--- src/rtl/calc_scheduler.sv ---
// Round-robin front end that shares one combinational calculator between two requesters,
// holds operands for a settle window, then returns the captured result on a valid/ready channel.
module calc_scheduler #(
  parameter int DW     = 4,
  parameter int OPW    = 3,
  parameter int RW     = 8,
  parameter int SETTLE = 1,
  parameter int CNTW   = 16
) (
  input  logic            clk,
  input  logic            rst,
  input  logic            req0_valid,
  output logic            req0_ready,
  input  logic [DW-1:0]   req0_a,
  input  logic [DW-1:0]   req0_b,
  input  logic [OPW-1:0]  req0_optr,
  input  logic            req1_valid,
  output logic            req1_ready,
  input  logic [DW-1:0]   req1_a,
  input  logic [DW-1:0]   req1_b,
  input  logic [OPW-1:0]  req1_optr,
  output logic [DW-1:0]   calc_a,
  output logic [DW-1:0]   calc_b,
  output logic [OPW-1:0]  calc_optr,
  input  logic [RW-1:0]   calc_result,
  output logic            rsp_valid,
  input  logic            rsp_ready,
  output logic [RW-1:0]   rsp_data,
  output logic            rsp_sign,
  output logic            rsp_id,
  output logic            busy,
  output logic [CNTW-1:0] op_count
);

  localparam int CW = (SETTLE > 1) ? $clog2(SETTLE) : 1;

  typedef enum logic [1:0] {
    IDLE = 2'd0,
    EXEC = 2'd1,
    RESP = 2'd2
  } state_t;

  // Subtraction op with a < b: the datapath reports magnitude only, so the sign travels separately.
  function automatic logic calc_sign(input logic [DW-1:0] a, input logic [DW-1:0] b,
                                     input logic [OPW-1:0] optr);
    return (optr == OPW'(1)) && (a < b);
  endfunction

  state_t          state_q, state_d;
  logic [CW-1:0]   cnt_q, cnt_d;
  logic            last_grant_q, last_grant_d;
  logic [DW-1:0]   calc_a_q, calc_a_d, calc_b_q, calc_b_d;
  logic [OPW-1:0]  calc_optr_q, calc_optr_d;
  logic            rsp_valid_q, rsp_valid_d;
  logic [RW-1:0]   rsp_data_q, rsp_data_d;
  logic            rsp_sign_q, rsp_sign_d;
  logic            rsp_id_q, rsp_id_d;
  logic            busy_q, busy_d;
  logic [CNTW-1:0] op_count_q, op_count_d;
  logic            grant_s;
  logic            any_req_s;

  // Round-robin pick: on contention the requester not served last time wins.
  always_comb begin
    any_req_s = req0_valid | req1_valid;
    if (req0_valid && req1_valid) begin
      grant_s = ~last_grant_q;
    end else if (req0_valid) begin
      grant_s = 1'b0;
    end else begin
      grant_s = 1'b1;
    end
    req0_ready = (state_q == IDLE) && req0_valid && !grant_s;
    req1_ready = (state_q == IDLE) && req1_valid && grant_s;
  end

  // Next-state and datapath register updates; everything holds unless a transition fires.
  always_comb begin
    state_d      = state_q;
    cnt_d        = cnt_q;
    last_grant_d = last_grant_q;
    calc_a_d     = calc_a_q;
    calc_b_d     = calc_b_q;
    calc_optr_d  = calc_optr_q;
    rsp_valid_d  = rsp_valid_q;
    rsp_data_d   = rsp_data_q;
    rsp_sign_d   = rsp_sign_q;
    rsp_id_d     = rsp_id_q;
    op_count_d   = op_count_q;
    case (state_q)
      IDLE: begin
        if (any_req_s) begin
          calc_a_d     = grant_s ? req1_a : req0_a;
          calc_b_d     = grant_s ? req1_b : req0_b;
          calc_optr_d  = grant_s ? req1_optr : req0_optr;
          rsp_sign_d   = calc_sign(calc_a_d, calc_b_d, calc_optr_d);
          rsp_id_d     = grant_s;
          last_grant_d = grant_s;
          cnt_d        = CW'(SETTLE - 1);
          state_d      = EXEC;
        end else begin
          state_d = IDLE;
        end
      end
      EXEC: begin
        if (cnt_q == CW'(0)) begin
          rsp_data_d  = calc_result;
          rsp_valid_d = 1'b1;
          state_d     = RESP;
        end else begin
          cnt_d = cnt_q - CW'(1);
        end
      end
      RESP: begin
        if (rsp_ready) begin
          rsp_valid_d = 1'b0;
          op_count_d  = op_count_q + CNTW'(1);
          state_d     = IDLE;
        end else begin
          state_d = RESP;
        end
      end
      default: begin
        state_d = IDLE;
      end
    endcase
    busy_d = (state_d != IDLE);
  end

  // State and output registers; reset drops any in-flight operation.
  always_ff @(posedge clk) begin
    if (rst) begin
      state_q      <= IDLE;
      cnt_q        <= CW'(0);
      last_grant_q <= 1'b1;
      calc_a_q     <= DW'(0);
      calc_b_q     <= DW'(0);
      calc_optr_q  <= OPW'(0);
      rsp_valid_q  <= 1'b0;
      rsp_data_q   <= RW'(0);
      rsp_sign_q   <= 1'b0;
      rsp_id_q     <= 1'b0;
      busy_q       <= 1'b0;
      op_count_q   <= CNTW'(0);
    end else begin
      state_q      <= state_d;
      cnt_q        <= cnt_d;
      last_grant_q <= last_grant_d;
      calc_a_q     <= calc_a_d;
      calc_b_q     <= calc_b_d;
      calc_optr_q  <= calc_optr_d;
      rsp_valid_q  <= rsp_valid_d;
      rsp_data_q   <= rsp_data_d;
      rsp_sign_q   <= rsp_sign_d;
      rsp_id_q     <= rsp_id_d;
      busy_q       <= busy_d;
      op_count_q   <= op_count_d;
    end
  end

  assign calc_a    = calc_a_q;
  assign calc_b    = calc_b_q;
  assign calc_optr = calc_optr_q;
  assign rsp_valid = rsp_valid_q;
  assign rsp_data  = rsp_data_q;
  assign rsp_sign  = rsp_sign_q;
  assign rsp_id    = rsp_id_q;
  assign busy      = busy_q;
  assign op_count  = op_count_q;

endmodule

--- config.mk ---
export PLATFORM = sky130hd
export DESIGN_NAME = calc_scheduler
export DESIGN_NICKNAME = d
export VERILOG_FILES = /design/src/rtl/calc_scheduler.sv
export SDC_FILE = /design/constraint.sdc
export NUM_CORES = 1
export LEC_CHECK = 0
export BUFFER_PORTS_ARGS = -buffer_cell sky130_fd_sc_hd__buf_2
export CORE_MARGIN = 2
export CORE_UTILIZATION = 38
export CTS_BUF_LIST = sky130_fd_sc_hd__clkbuf_4 sky130_fd_sc_hd__clkbuf_8
export CTS_CLUSTER_SIZE = 40
export DETAILED_ROUTE_END_ITERATION = 12
export PLACE_DENSITY_LB_ADDON = 0.25
export SETUP_SLACK_MARGIN = 0.4
export SLEW_MARGIN = 20
export SYNTH_ARGS = -nofsm -noshare
export SYNTH_HDL_FRONTEND = slang
export SYNTH_SLANG_ARGS = --single-unit
--- constraint.sdc ---
create_clock -name clk -period 2.3 [get_ports clk]
set_input_delay 0.23 -clock clk [delete_from_list [all_inputs] [get_ports clk]]
set_output_delay 0.23 -clock clk [all_outputs]
set_load 0.01 [all_outputs]
==> results.py <==
metrics = {
    "drt": {
        "ant_nets": 0,
        "wl_per_cell_um": 12.11,
        "drt_wl_total_mm": 4.347,
        "drtPass1Iterations": 4,
        "vias": 1756,
        "drc": 0,
        "via_per_inst": 4.891,
        "drt_first_iter_violations": 52,
    },
    "setup_path": {
        "crit_fanout": 6,
        "r2r_end": "rsp_sign",
        "cp_slowest_cell": "or3b_4",
        "r2r_start": "last_grant_q",
        "end_kind": "flip-flop",
        "path_class": "flip-flop to flip-flop",
        "worst-endpoint-arrival_ns": 2.07,
        "r2r_cells": 7,
        "crit_path_start_kind": "flip-flop",
        "slowest_delay_ns": 0.36,
        "r2r_slack_ns": 0.42,
        "path_cells": "nand2b_4 -> nand2_8 -> mux2_4 -> ha_4 -> nand3_2 -> or3b_4 -> a41o_1",
        "worstPathRequired_ns": 2.49,
    },
    "clock_network": {
        "tritoncts": "done",
        "cts_made_buffers": 5,
        "clk_pin_slew_ns": 0.08,
        "clockBufferDepth": 2,
        "cts.sinks": 42,
        "clock-root-buffer": "clkbuf_8",
        "cts_hold_buf": 0,
        "htreeDepth": 2,
        "clk_latency_ns": 0.29,
    },
    "global_route": {
        "grt_pass1_wl_mm": 6.748,
        "overflow": 0,
        "grt_max_degree": 25,
        "grt_use_total": 0.1553,
        "antenna_found_initial": 0,
        "grt_pass1_vias": 1546,
    },
    "timing": {
        "fin_hold_ws_ns": 0.1720,
        "period_minus_slack_ns": 1.878,
        "final.setup.tns_ns": 0,
        "skew_ns": 0.005505,
        "tightest_slew_ns": 0.9174,
        "finalCritPeriodShare": 0.8166,
        "setup_ws_ns": 0.4218,
        "maxSlewViolCount": 0,
        "slew_headroom": 0.3819,
        "rsz0062_at_grt": "true",
        "hold_violations": 0,
        "clock.fmax_ghz": 0.5324,
        "setup_violations": 0,
    },
    "logic_synthesis": {
        "synth_edf_count": 0,
        "synthAdderAreaFrac": 0.02637,
        "synthesis.area_um2": 1898,
        "async_flop_share": 0,
        "synth_compound_area_frac": 0.1193,
        "synth_warnings": 0,
        "ys_types": 39,
        "synth_mux_area_frac": 0.06196,
        "synthFlopType": "dfxtp_1",
        "synthCells": 217,
        "syn_nets": 256,
        "yosys.area_share.xor_xnor": 0.04153,
        "synth_top_family_by_area": "simple AND/OR/NAND/NOR gates",
        "syn_area_per_cell_um2": 8.747,
        "ys_ff_latch": 42,
        "synth_simple_gate_area_frac": 0.2755,
        "ys_seq_area_frac": 0.4430,
    },
    "worst_hold_path": {
        "hp-class": "input pin to flip-flop",
        "hold_start": "calc_result[3]",
        "min_to": "rsp_data[3]",
        "hold_path_depth": 3,
    },
    "die": {
        "die_x_um": 74.68,
        "start_util": 0.3992,
        "ios": 76,
        "core_area_um2": 4755,
        "die_h_um": 74.68,
        "rows": 25,
        "die_area_um2": 5576,
    },
    "placed_design": {
        "hpwl_mm": 3.187,
        "pre_cts_ws_ns": 0.3114,
        "portBuffers": 75,
        "placedCellCount": 349,
        "placed_area_um2": 2394,
        "globalplace.congestion": 0.7407,
    },
    "power": {
        "power_leakage_uw": 0.001240,
        "power.density_nw_per_um2": 662.6,
        "ir_drop_mv": 0.2821,
    },
    "job": {
        "drv_cap": 0,
    },
    "final_layout": {
        "layout_commonest_cell": "buf_2",
        "nets": 331,
        "drive_gt1_frac": 0.3630,
        "area_growth_pct": 35.07,
        "mostFrequentLayoutCells": "buf_2 (75), dfxtp_1 (41), nand2_1 (29)",
        "antenna_cells": 0,
        "final_cell_count_no_fill": 359,
        "fin_area_um2": 2564,
    },
    "status": {
        "status": "finished, final reports clean",
    },
}
## flip-flops by register name, indices dropped and copies added, names as in the netlist
| register | count |
|---|---|
| busy | 1 |
| calc_optr | 3 |
| state_q | 2 |
| rsp_valid | 1 |
| rsp_sign | 1 |
| last_grant_q | 1 |
| calc_a | 4 |
| rsp_id | 1 |
| op_count | 16 |
| rsp_data | 8 |
| calc_b | 4 |
## worst max-delay path: cells and delay by family, from the launching register on
| kind | cells | cell delay, ns |
|---|---|---|
| adder cells (fa/ha/maj) | 1 | 0.27 |
| multiplexers | 1 | 0.32 |
| AO/OA/AOI/OAI | 1 | 0.17 |
| AND/OR/NAND/NOR | 4 | 0.68 |
| flip-flops | 1 | 0.32 |
## area by class of cell
type	instances	area, um2
clock inverter	1	30.03
sequential	42	842.1
tap	67	83.83
clock buffer	6	82.58
fill	462	2191
timing repair buffer	80	425.4
inverter	2	7.507
multi-input combinational	161	1092
## Yosys cell counts, drive strengths merged (2+ instances only)
cell,n,area (um2)
nor2,28,105.1
xor2,5,43.79
and3,5,31.28
or3,3,18.77
mux2i,5,50.05
a311oi,5,43.79
clkbuf,4,15.01
a21oi,17,85.08
nand2,30,112.6
nand4,4,40.04
mux2,6,67.56
buf,8,38.79
nand3,12,60.06
ha,4,50.05
nor2b,4,25.02
xnor2,4,35.03
a211oi,3,22.52
inv,2,7.510
o21ai,4,20.02
o211a,3,30.03
dfxtp,42,840.8
nand2b,5,31.28
nor3,2,21.27
## timing repair
action	in CTS	in global routing
setup buffers	3	0
endpoints found under the setup margin	1	1
gates resized for setup	0	4
pin swaps	0	1
gates cloned	0	0
## layer usage
metal  GRT usage  routed length, um
met1      0.2124               2077
met2      0.2370               1906
met3     0.03882                302
met4     0.05952                 61
met5           0                  0
## logic make-up (layout without fill, tap and decap cells)
group	count (synthesis)	in the layout
and+or+nand+nor	102	102
adders and majority gates	4	4
AOI/OAI and AO/OA	35	35
DFF	42	42
muxes	11	11
xor gates and xnor gates	9	9
buffers and inverters	14	89
## metrics by stage
step           power, uW  utilization
6_report            1699       0.5392
5_1_grt             1790       0.5392
4_1_cts             1711       0.5345
3_5_place_dp        1103       0.5034
3_3_place_gp        1101       0.5034
2_1_floorplan       1002            -
## where the power goes
group	total, uW	switching (uW)	internal (uW)
logic	306	161	145
registers	797	24.2	772
clock network	596	249	348
total	1700	434	1260
## worst max path at each step
| stage | start | end | slack, ns | depth (start not counted) |
|---|---|---|---|---|
| 6_report | last_grant_q | rsp_sign | 0.42 | 7 |
| 2_1_floorplan | last_grant_q | rsp_sign | 0.41 | 8 |
| 4_1_cts | last_grant_q | rsp_sign | 0.41 | 7 |
| 3_5_place_dp | last_grant_q | rsp_sign | 0.31 | 7 |
| 5_1_grt | last_grant_q | rsp_sign | 0.37 | 7 |
| 3_3_place_gp | last_grant_q | rsp_sign | 0.35 | 7 |
Note: power is estimated with default switching activity, not from simulation.
